`config.mk`:
```
export PLATFORM = sky130hd
export DESIGN_NAME = dl_ram_arbiter
export DESIGN_NICKNAME = d
export VERILOG_FILES = /design/src/rtl/dl_ram_arbiter_pkg.sv /design/src/rtl/dl_wr_fifo.sv /design/src/rtl/dl_ram_arbiter.sv
export SDC_FILE = /design/constraint.sdc
export NUM_CORES = 1
export LEC_CHECK = 0
export ABC_AREA = 1
export CORE_MARGIN = 2
export CORE_UTILIZATION = 35
export DETAILED_ROUTE_END_ITERATION = 8
export MAX_ROUTING_LAYER = met4
export SYNTH_ARGS = -nofsm -noshare
export SYNTH_HDL_FRONTEND = slang
export SYNTH_SLANG_ARGS = --single-unit
```
`constraint.sdc`:
```
create_clock -name clk -period 3.6 [get_ports clk]
set_input_delay 1.08 -clock clk [delete_from_list [all_inputs] [get_ports clk]]
set_output_delay 1.08 -clock clk [all_outputs]
set_load 0.05 [all_outputs]
```
`src/rtl/dl_ram_arbiter_pkg.sv`:
```
// Shared types and defaults for the download/CPU RAM arbiter.
// Optional feature macro: DL_CHECKSUM_EN (adds the dl_sum output on the top).
package dl_ram_arbiter_pkg;

  localparam int DEFAULT_AW        = 25;
  localparam int DEFAULT_FIFO_LOG2 = 2;
  localparam int DEFAULT_RAM_LAT   = 2;

  // Who currently owns the RAM port.
  typedef enum logic [1:0] {
    ST_IDLE    = 2'd0,
    ST_CPU_ACC = 2'd1,
    ST_DL_ACC  = 2'd2
  } arb_state_e;

  // One queued download byte at the default address width.
  typedef struct packed {
    logic [DEFAULT_AW-1:0] addr;
    logic [7:0]            data;
  } dl_entry_t;

  // Width of a counter that must reach lat-1 (never narrower than one bit).
  function automatic int ctr_width(input int lat);
    return (lat > 1) ? $clog2(lat) : 1;
  endfunction

endpackage

```
`src/rtl/dl_wr_fifo.sv`:
```
// Small synchronous FIFO holding download bytes while the RAM is busy.
// Pushes into a full FIFO and pops from an empty one are ignored.
module dl_wr_fifo #(
  parameter int DW   = 33,
  parameter int LOG2 = 2
) (
  input  logic            clk,
  input  logic            reset,
  input  logic            push,
  input  logic            pop,
  input  logic [DW-1:0]   din,
  output logic [DW-1:0]   dout,
  output logic            full,
  output logic            empty,
  output logic [LOG2:0]   count
);

  localparam int DEPTH = 1 << LOG2;

  logic [DW-1:0]   mem_q [DEPTH];
  logic [LOG2-1:0] rd_ptr_q, rd_ptr_d;
  logic [LOG2-1:0] wr_ptr_q, wr_ptr_d;
  logic [LOG2:0]   count_q, count_d;
  logic            do_push, do_pop;

  // The count can only reach DEPTH, so its top bit alone flags full.
  assign full    = count_q[LOG2];
  assign empty   = (count_q == '0);
  assign count   = count_q;
  assign dout    = mem_q[rd_ptr_q];
  assign do_push = push && !full;
  assign do_pop  = pop && !empty;

  // Pointer and occupancy bookkeeping.
  always_comb begin
    rd_ptr_d = rd_ptr_q;
    wr_ptr_d = wr_ptr_q;
    count_d  = count_q;
    if (do_push) begin
      wr_ptr_d = wr_ptr_q + 1'b1;
    end
    if (do_pop) begin
      rd_ptr_d = rd_ptr_q + 1'b1;
    end
    count_d = count_q + {{LOG2{1'b0}}, do_push} - {{LOG2{1'b0}}, do_pop};
  end

  // Control state flops; reset flushes the FIFO.
  always_ff @(posedge clk or posedge reset) begin
    if (reset) begin
      rd_ptr_q <= '0;
      wr_ptr_q <= '0;
      count_q  <= '0;
    end else begin
      rd_ptr_q <= rd_ptr_d;
      wr_ptr_q <= wr_ptr_d;
      count_q  <= count_d;
    end
  end

  // Storage needs no reset: slots are only read after being written.
  always_ff @(posedge clk) begin
    if (do_push) begin
      mem_q[wr_ptr_q] <= din;
    end
  end

endmodule

```
`src/rtl/dl_ram_arbiter.sv`:
```
// Arbitrates the single external RAM port between the CPU requester and the
// SPI download write stream, with a small FIFO absorbing download bytes.
// Optional feature macro: DL_CHECKSUM_EN adds dl_sum, a 16-bit running sum of
// every download byte written to RAM since downloading last rose.
module dl_ram_arbiter
  import dl_ram_arbiter_pkg::*;
#(
  parameter int AW        = DEFAULT_AW,
  parameter int FIFO_LOG2 = DEFAULT_FIFO_LOG2,
  parameter int RAM_LAT   = DEFAULT_RAM_LAT
) (
  input  logic          clk,
  input  logic          reset,
  input  logic          clkref,
  input  logic          downloading,
  input  logic          dl_wr,
  input  logic [AW-1:0] dl_addr,
  input  logic [7:0]    dl_data,
  input  logic          cpu_req,
  input  logic          cpu_we,
  input  logic [AW-1:0] cpu_addr,
  input  logic [7:0]    cpu_din,
  output logic [7:0]    cpu_dout,
  output logic          cpu_ack,
  output logic [AW-1:0] ram_addr,
  output logic [7:0]    ram_din,
  input  logic [7:0]    ram_dout,
  output logic          ram_we,
  output logic          ram_oe,
  output logic          dl_done,
  output logic          dl_overflow
`ifdef DL_CHECKSUM_EN
  ,
  output logic [15:0]   dl_sum
`endif
);

  localparam int DEPTH = 1 << FIFO_LOG2;
  localparam int EW    = AW + 8;
  localparam int CW    = ctr_width(RAM_LAT);
  localparam logic [CW-1:0]      LAST_CNT     = CW'(RAM_LAT - 1);
  localparam logic [FIFO_LOG2:0] DL_FIRST_LVL = (FIFO_LOG2 + 1)'(DEPTH - 1);

  // ---------------------------------------------------------------- FIFO
  logic                 fifo_pop;
  logic                 fifo_full;
  logic                 fifo_empty;
  logic [FIFO_LOG2:0]   fifo_count;
  logic [EW-1:0]        fifo_head;
  logic [AW-1:0]        head_addr;
  logic [7:0]           head_data;

  assign {head_addr, head_data} = fifo_head;

  dl_wr_fifo #(
    .DW   (EW),
    .LOG2 (FIFO_LOG2)
  ) u_fifo (
    .clk   (clk),
    .reset (reset),
    .push  (dl_wr),
    .pop   (fifo_pop),
    .din   ({dl_addr, dl_data}),
    .dout  (fifo_head),
    .full  (fifo_full),
    .empty (fifo_empty),
    .count (fifo_count)
  );

  // ----------------------------------------------------------------- FSM
  arb_state_e    state_q, state_d;
  logic [CW-1:0] cnt_q, cnt_d;
  logic [AW-1:0] ram_addr_q, ram_addr_d;
  logic [7:0]    ram_din_q, ram_din_d;
  logic          ram_we_q, ram_we_d;
  logic          ram_oe_q, ram_oe_d;
  logic          cpu_ack_q, cpu_ack_d;
  logic [7:0]    cpu_dout_q, cpu_dout_d;
  logic          start_dl, start_cpu;

  // Arbitration and access sequencing; RAM signals are registered so an
  // accepted request drives the RAM on the following cycle.
  always_comb begin
    state_d    = state_q;
    cnt_d      = cnt_q;
    ram_addr_d = ram_addr_q;
    ram_din_d  = ram_din_q;
    ram_we_d   = ram_we_q;
    ram_oe_d   = ram_oe_q;
    cpu_ack_d  = 1'b0;
    cpu_dout_d = cpu_dout_q;
    fifo_pop   = 1'b0;
    start_dl   = 1'b0;
    start_cpu  = 1'b0;

    case (state_q)
      ST_IDLE: begin
        if (clkref) begin
          // A nearly full FIFO beats the CPU so download bytes are not lost.
          // The ack cycle still sees cpu_req high, so it must not re-accept.
          if (fifo_count >= DL_FIRST_LVL) begin
            start_dl = 1'b1;
          end else if (cpu_req && !cpu_ack_q) begin
            start_cpu = 1'b1;
          end else if (!fifo_empty) begin
            start_dl = 1'b1;
          end
        end
        if (start_dl) begin
          state_d    = ST_DL_ACC;
          cnt_d      = '0;
          fifo_pop   = 1'b1;
          ram_addr_d = head_addr;
          ram_din_d  = head_data;
          ram_we_d   = 1'b1;
          ram_oe_d   = 1'b0;
        end else if (start_cpu) begin
          state_d    = ST_CPU_ACC;
          cnt_d      = '0;
          ram_addr_d = cpu_addr;
          ram_din_d  = cpu_din;
          ram_we_d   = cpu_we;
          ram_oe_d   = !cpu_we;
        end
      end
      ST_CPU_ACC, ST_DL_ACC: begin
        if (cnt_q == LAST_CNT) begin
          state_d    = ST_IDLE;
          cnt_d      = '0;
          ram_addr_d = '0;
          ram_din_d  = '0;
          ram_we_d   = 1'b0;
          ram_oe_d   = 1'b0;
          if (state_q == ST_CPU_ACC) begin
            cpu_ack_d = 1'b1;
            if (!ram_we_q) begin
              cpu_dout_d = ram_dout;
            end
          end
        end else begin
          cnt_d = cnt_q + 1'b1;
        end
      end
      default: begin
        state_d = ST_IDLE;
      end
    endcase
  end

  // FSM state and its registered outputs.
  always_ff @(posedge clk or posedge reset) begin
    if (reset) begin
      state_q    <= ST_IDLE;
      cnt_q      <= '0;
      ram_addr_q <= '0;
      ram_din_q  <= '0;
      ram_we_q   <= 1'b0;
      ram_oe_q   <= 1'b0;
      cpu_ack_q  <= 1'b0;
      cpu_dout_q <= '0;
    end else begin
      state_q    <= state_d;
      cnt_q      <= cnt_d;
      ram_addr_q <= ram_addr_d;
      ram_din_q  <= ram_din_d;
      ram_we_q   <= ram_we_d;
      ram_oe_q   <= ram_oe_d;
      cpu_ack_q  <= cpu_ack_d;
      cpu_dout_q <= cpu_dout_d;
    end
  end

  // ------------------------------------------------------ download status
  logic dl_prev_q, dl_prev_d;
  logic done_pend_q, done_pend_d;
  logic dl_done_q, dl_done_d;
  logic dl_ovf_q, dl_ovf_d;
  logic dl_rise, dl_fall;

  assign dl_rise = downloading && !dl_prev_q;
  assign dl_fall = !downloading && dl_prev_q;

  // Completion waits for the FIFO to drain and the last byte to be written;
  // overflow stays set until the next download starts.
  always_comb begin
    dl_prev_d   = downloading;
    dl_done_d   = done_pend_q && fifo_empty && (state_q != ST_DL_ACC);
    done_pend_d = !dl_rise && ((done_pend_q && !dl_done_d) || dl_fall);
    dl_ovf_d    = (dl_ovf_q && !dl_rise) || (dl_wr && fifo_full);
  end

  // Download status flops.
  always_ff @(posedge clk or posedge reset) begin
    if (reset) begin
      dl_prev_q   <= 1'b0;
      done_pend_q <= 1'b0;
      dl_done_q   <= 1'b0;
      dl_ovf_q    <= 1'b0;
    end else begin
      dl_prev_q   <= dl_prev_d;
      done_pend_q <= done_pend_d;
      dl_done_q   <= dl_done_d;
      dl_ovf_q    <= dl_ovf_d;
    end
  end

`ifdef DL_CHECKSUM_EN
  logic [15:0] dl_sum_q, dl_sum_d;

  // Bytes are summed as they are popped into a RAM write, so the total is
  // final before dl_done can pulse.
  always_comb begin
    dl_sum_d = dl_sum_q;
    if (dl_rise) begin
      dl_sum_d = '0;
    end else if (fifo_pop) begin
      dl_sum_d = dl_sum_q + 16'(head_data);
    end
  end

  // Checksum register.
  always_ff @(posedge clk or posedge reset) begin
    if (reset) begin
      dl_sum_q <= '0;
    end else begin
      dl_sum_q <= dl_sum_d;
    end
  end

  assign dl_sum = dl_sum_q;
`endif

  assign ram_addr    = ram_addr_q;
  assign ram_din     = ram_din_q;
  assign ram_we      = ram_we_q;
  assign ram_oe      = ram_oe_q;
  assign cpu_ack     = cpu_ack_q;
  assign cpu_dout    = cpu_dout_q;
  assign dl_done     = dl_done_q;
  assign dl_overflow = dl_ovf_q;

endmodule
```
## After elaboration in Yosys (flattened, before gate mapping)

Memories as Yosys holds them, arrays and structs flattened.
Cells that the tools add are included.

- Add/subtract/negate cells: 5
- $lt $le $gt $ge: 1
- Eq/ne operators: 5
- Muxes and demuxes: 39
- Bitwise logic cells: 1
- Reductions and logical operators: 29

Operators by type and width:

| kind | number |
|---|---|
| $mux 25 | 3 |
| $pmux 25 s2 | 1 |
| $mux 1 | 24 |
| $mux 8 | 3 |
| $pmux 8 s2 | 1 |
| $logic_and 1x1->1 | 11 |
| $logic_not 1->1 | 8 |
| $mux 2 | 3 |
| $pmux 1 s2 | 3 |
| $add 2x1->2 const B | 2 |
| $ne 2x2->1 const B | 2 |
| $pmux 2 s2 | 1 |
| $reduce_and 2->1 | 2 |
| $reduce_and 4->1 | 1 |
| $add 3x1->3 | 1 |
| $ge 3x2->1 const B | 1 |
| $logic_not 3->1 | 1 |
| $ne 3x1->1 const B | 1 |
| $reduce_and 3->1 | 1 |
| $sub 3x1->3 | 1 |
| $eq 2x1->1 const B | 1 |
| $eq 2x2->1 const B | 1 |
| $logic_not 2->1 | 1 |
| $logic_or 1x1->1 | 2 |
| 4 further kinds | 4 |

- Register bits after elaboration: 58
- Memory bits (writable): 132
- Input bits: 81
- Memories: 1

Memory list:

| name | depth | width | rd ports | clocked after memory_dff | write ports | line | source |
|---|---|---|---|---|---|---|---|
| u_fifo.mem_q | 4 | 33 | 1 | 0 | 1 | dl_wr_fifo.sv:20 | `logic [DW-1:0] mem_q [DEPTH];` |

## Depth between registers and ports, before layout

- Word-level depth: 10
- Mapped depth: 15

## Modules after synthesis

A second synthesis with hierarchy kept.

- Cells, all modules: 844
- Area, all modules: 8398.1 sq um

Modules (own cells, without submodules):

| module | times used | cells each | area each (sq um) | sequential area each (sq um) |
|---|---|---|---|---|
| dl_wr_fifo | 1 | 474 | 5629.1 | 4139.0 |
| dl_ram_arbiter | 1 | 370 | 2768.9 | 1276.2 |

## Least setup slack after synthesis

Ideal clock, no wire load.

- Kind: in2reg
- Start point: input port dl_wr
- End point: memory u_fifo.mem_q[0][0] (enable)
- Setup time: 0.423 ns
- Arrival time: 2.859 ns
- Required time: 3.177 ns
- Setup slack: 0.318 ns
- Stages on the path: 4
- Cells stage by stage: inv_1 > nor2_1 > inv_1 > nor2_1

- Longest elaborated chain between the ends: 3

Ends and longest elaborated chain:

| what | line | source |
|---|---|---|
| start, declared | dl_ram_arbiter.sv:16 | `input logic dl_wr,` |
| $logic_and 1x1->1 | dl_wr_fifo.sv:31 | `assign do_push = push && !full;` |
| net u_fifo.do_push | dl_wr_fifo.sv:24 | `logic do_push, do_pop;` |
| $mux 1 | dl_wr_fifo.sv:63 | `if (do_push) begin` |
| $mux 1 (implied by the code) | dl_wr_fifo.sv:64 | `mem_q[wr_ptr_q] <= din;` |
| end, declared | dl_wr_fifo.sv:20 |  |

The timed path passes the listed nets, and every way through them passes these cells.

## Final worst setup path

- Start point: input port cpu_req
- End point: register u_fifo.count_q[2] (netlist: u_fifo.count[2])

- Longest elaborated chain between the ends: 9

Ends and longest elaborated chain:

| what | line | source |
|---|---|---|
| start, declared | dl_ram_arbiter.sv:19 | `input logic cpu_req,` |
| $logic_and 1x1->1 | dl_ram_arbiter.sv:103 | `end else if (cpu_req && !cpu_ack_q) begin` |
| $mux 1 | dl_ram_arbiter.sv:103 |  |
| $mux 1 | dl_ram_arbiter.sv:101 | `if (fifo_count >= DL_FIRST_LVL) begin` |
| $mux 1 | dl_ram_arbiter.sv:98 | `if (clkref) begin` |
| $mux 1 | dl_ram_arbiter.sv:96 | `case (state_q)` |
| $mux 1 | dl_ram_arbiter.sv:109 | `if (start_dl) begin` |
| $mux 1 | dl_ram_arbiter.sv:96 |  |
| $logic_and 1x1->1 | dl_wr_fifo.sv:32 | `assign do_pop = pop && !empty;` |
| net u_fifo.do_pop | dl_wr_fifo.sv:24 |  |
| $sub 3x1->3 | dl_wr_fifo.sv:45 | `count_d = count_q + {{LOG2{1'b0}}, do_push} - {{LOG2{1'b0}}, do_pop};` |
| net u_fifo.count_d[2] | dl_wr_fifo.sv:23 | `logic [LOG2:0] count_q, count_d;` |
| end signal, assigned | dl_wr_fifo.sv:57 | `count_q <= count_d;` |
| end, declared | dl_wr_fifo.sv:23 |  |

The timed path passes the listed nets, and every way through them passes these cells. The select of a mux whose other input is x is not followed.
A chain may end at the register's enable or synchronous reset.

==> out/results.ini <==
[global_routing]
grt_pass1_wl_um = 28970
grt.total_usage_pct = 15.80
grt_max_degree = 67
grt_pass1_vias = 5277
antenna_found_initial = 1
grt_remaining_overflow = 0

[sta]
period_minus_slack_ns = 2.721
rsz0062_at_grt = no
worst_slew_pin_slew_ns = 0.6925
hold_viol = 0
fmax_mhz = 367.5
setup_slack_ns = 0.8791
slew_headroom_pct = 53.83
final.setup.tns_ns = 0
slew_viol_final = 0
setup_viol = 0
fin_crit_sh_pct = 75.58
skew_ns = 0.01297

[die]
start_util_pct = 35.37
io_pins = 127
die_area_sq_um = 24750
die_y_um = 157.3
rows = 56
core_region_area_sq_um = 23260
die_w_um = 157.3

[critical_path]
cp_max_fo = 4
r2r_cells = 13
timing.rr.start = u_fifo.count[1]
cp-start-kind = input pin
endpoint = u_fifo.count[2]
cp.arrival_ns = 3.04
critPathRequiredTime_ns = 3.92
critical_path_class = in -> reg
endpoint_kind = register
regToRegEndpoint = u_fifo.count[2]
startpoint = cpu_req
rrSetupSlack_ns = 1.31

[power_and_ir_drop]
powerDensity_nw_per_um2 = 893.4
total_power_mw = 9.303
irDropWorstVdd_uv = 485.7
p_leak_nw = 4.299

[logic_synthesis]
ys_seq_area_share_pct = 65.82
syn-cell-area_sq_um = 8228
ys_warn_count = 0
synth_cells = 801
synthDistinctLibCells = 26
postSynthAreaPerCell_sq_um = 10.27
synth-seq-cells = 190
synthesis.nets = 894

[finish]
nets = 1005
fin_area_sq_um = 10410
final_cells = 1245
layout-drive-gt1-share_pct = 7.568
area_growth_pct = 26.55

[detailed_routing]
ant_nets = 0
wl_per_cell_um = 14.86
drc = 0
route.met3.wl_um = 967
drtPass1Iterations = 4
wirelength_met1_um = 8910
wl_met2_um = 8382
topRoutingLayerUsed = met4
drtIter0Drc = 310
routed_wl_um = 18500
viasPerCell = 4.536
vias = 5647

[placement]
io_buffers = 126
place_worst_setup_slack_ns = 0.4539
dpl.hpwl_um = 11800
dpl.cell_count = 1212
routabilityCongestion = 0.7935
post_dp_cell_area_sq_um = 9803

[clocking]
cts_buffer_depth = 2
h-tree-depth = 4
clk_pin_slew_ns = 0.07
clock_sinks = 190
cts_hold_buf = 0
numCtsBuffers = 17
insertion_delay_ns = 0.44
cts_tree = built
post_cts_resized = 0
root_buffer = clkbuf_16
cts_setup_buffers = 0

[job]
cap_violations = 0

[worst_hold_path]
hold_path.class = reg -> reg

[status]
status = finished clean

[how the worst min path moves through the flow]
stage                  from            to  cells past startpoint
6_report         ram_din[0]    ram_din[0]                      2
5_1_grt         ram_addr[2]   ram_addr[2]                      2
4_1_cts          ram_din[0]    ram_din[0]                      2
3_5_place_dp    ram_addr[1]   ram_addr[1]                      2
3_3_place_gp   ram_addr[18]  ram_addr[18]                      2
2_1_floorplan     dl_prev_q   done_pend_q                      2
[power breakdown]
part           internal [mW]  switching [mW]
combinational           1.36            2.98
clock                  0.947           0.935
sequential              2.88           0.214
total                   5.18            4.12
[state kept, by name, indices dropped and copies added, names as in the netlist, 2 cells and up]
name             cells
state_q              2
u_fifo.wr_ptr_q      2
u_fifo.rd_ptr_q      2
cpu_dout             8
u_fifo.count         3
ram_din              8
u_fifo.mem_q       132
ram_addr            25
[through the flow]
step	hold WS (ns)	utilization (%)
final	0.4775	44.76
after global routing	0.5138	44.76
after CTS	0.4848	44.75
after detailed placement	0.4652	42.14
after global placement	0.4613	42.14
after floorplan	0.4641	-
[worst max-delay path: stages]
cell and delay, ns:
clkdlybuf4s50_1 0.49, nand2_1 0.07, nand2_2 0.08, nand2_4 0.06, nand3_1 0.16, inv_1 0.07, ha_1 0.26, inv_1 0.06
ha_1 0.13, inv_1 0.05, fa_1 0.39, xnor2_1 0.14
[layout make-up]
type                       count  area, sq um
inverter                      28        105.1
antenna                        1        2.502
timing repair buffer         138         1409
sequential                   190         5416
multi-input combinational    537         2474
fill                        2231        12850
clock buffer                  18        429.2
clock inverter                14        177.7
tap                          319        399.1
[layer usage]
layer / track usage, % / vias up
li1: - / 2877
met1: 21.01 / 2628
met2: 24.18 / 123
met3: 3.662 / 19
met4: 4.805 / 0
met5: - / -
[kinds of logic after synthesis]
kind of cell               Yosys count  synth area share [%]
muxes                                8                 1.095
buffers and inverters               74                 4.243
adders and majority gates           12                 1.916
AOI/OAI and AO/OA                   44                 2.676
xor gates and xnor gates             4                0.4259
and+or+nand+nor                    469                 23.83
DFF                                190                 65.82
[cell usage in the layout (no fill, tap or decap)]
cell / n
mux2_2: 8
nand2_2: 2
nand3_1: 103
nand2_1: 311
ha_1: 11
clkdlybuf4s50_1: 125
dfrtp_1: 57
o21ai_0: 8
edfxtp_1: 132
buf_12: 5
clkbuf_16: 17
nand2_4: 4
nor3b_1: 1
buf_4: 7
nor2_1: 41
nor2_2: 4
nor2_8: 1
inv_2: 4
clkinv_8: 6
buf_2: 1
nand3_4: 1
diode_2: 1
clkinv_1: 1
inv_6: 4
xnor2_1: 1
fa_1: 1
inv_1: 23
dfrtp_2: 1
xor2_1: 3
a21oi_1: 36
inv_8: 4
or2_2: 1
clkbuf_1: 1
[Yosys cell counts]
cell | number | area, sq um
fa_1 | 1 | 20.02
nor2_1 | 45 | 168.9
nand3_4 | 1 | 17.52
clkinv_1 | 1 | 3.750
xnor2_1 | 1 | 8.760
buf_4 | 5 | 37.54
a21oi_1 | 36 | 180.2
buf_1 | 6 | 22.52
clkbuf_1 | 13 | 48.80
edfxtp_1 | 132 | 3964
o21ai_0 | 8 | 40.04
nor2_8 | 1 | 20.02
nor3b_1 | 1 | 7.510
nand2_2 | 2 | 12.51
buf_6 | 4 | 45.04
mux2_2 | 8 | 90.09
inv_2 | 3 | 11.26
nand2_4 | 4 | 45.04
ha_1 | 11 | 137.6
or2_2 | 1 | 6.260
nand2_1 | 311 | 1167
xor2_1 | 3 | 26.28
nand3_1 | 103 | 515.5
dfrtp_1 | 58 | 1451
inv_1 | 24 | 90.09
buf_2 | 18 | 90.09
Note: power is estimated with default switching activity, not from simulation.
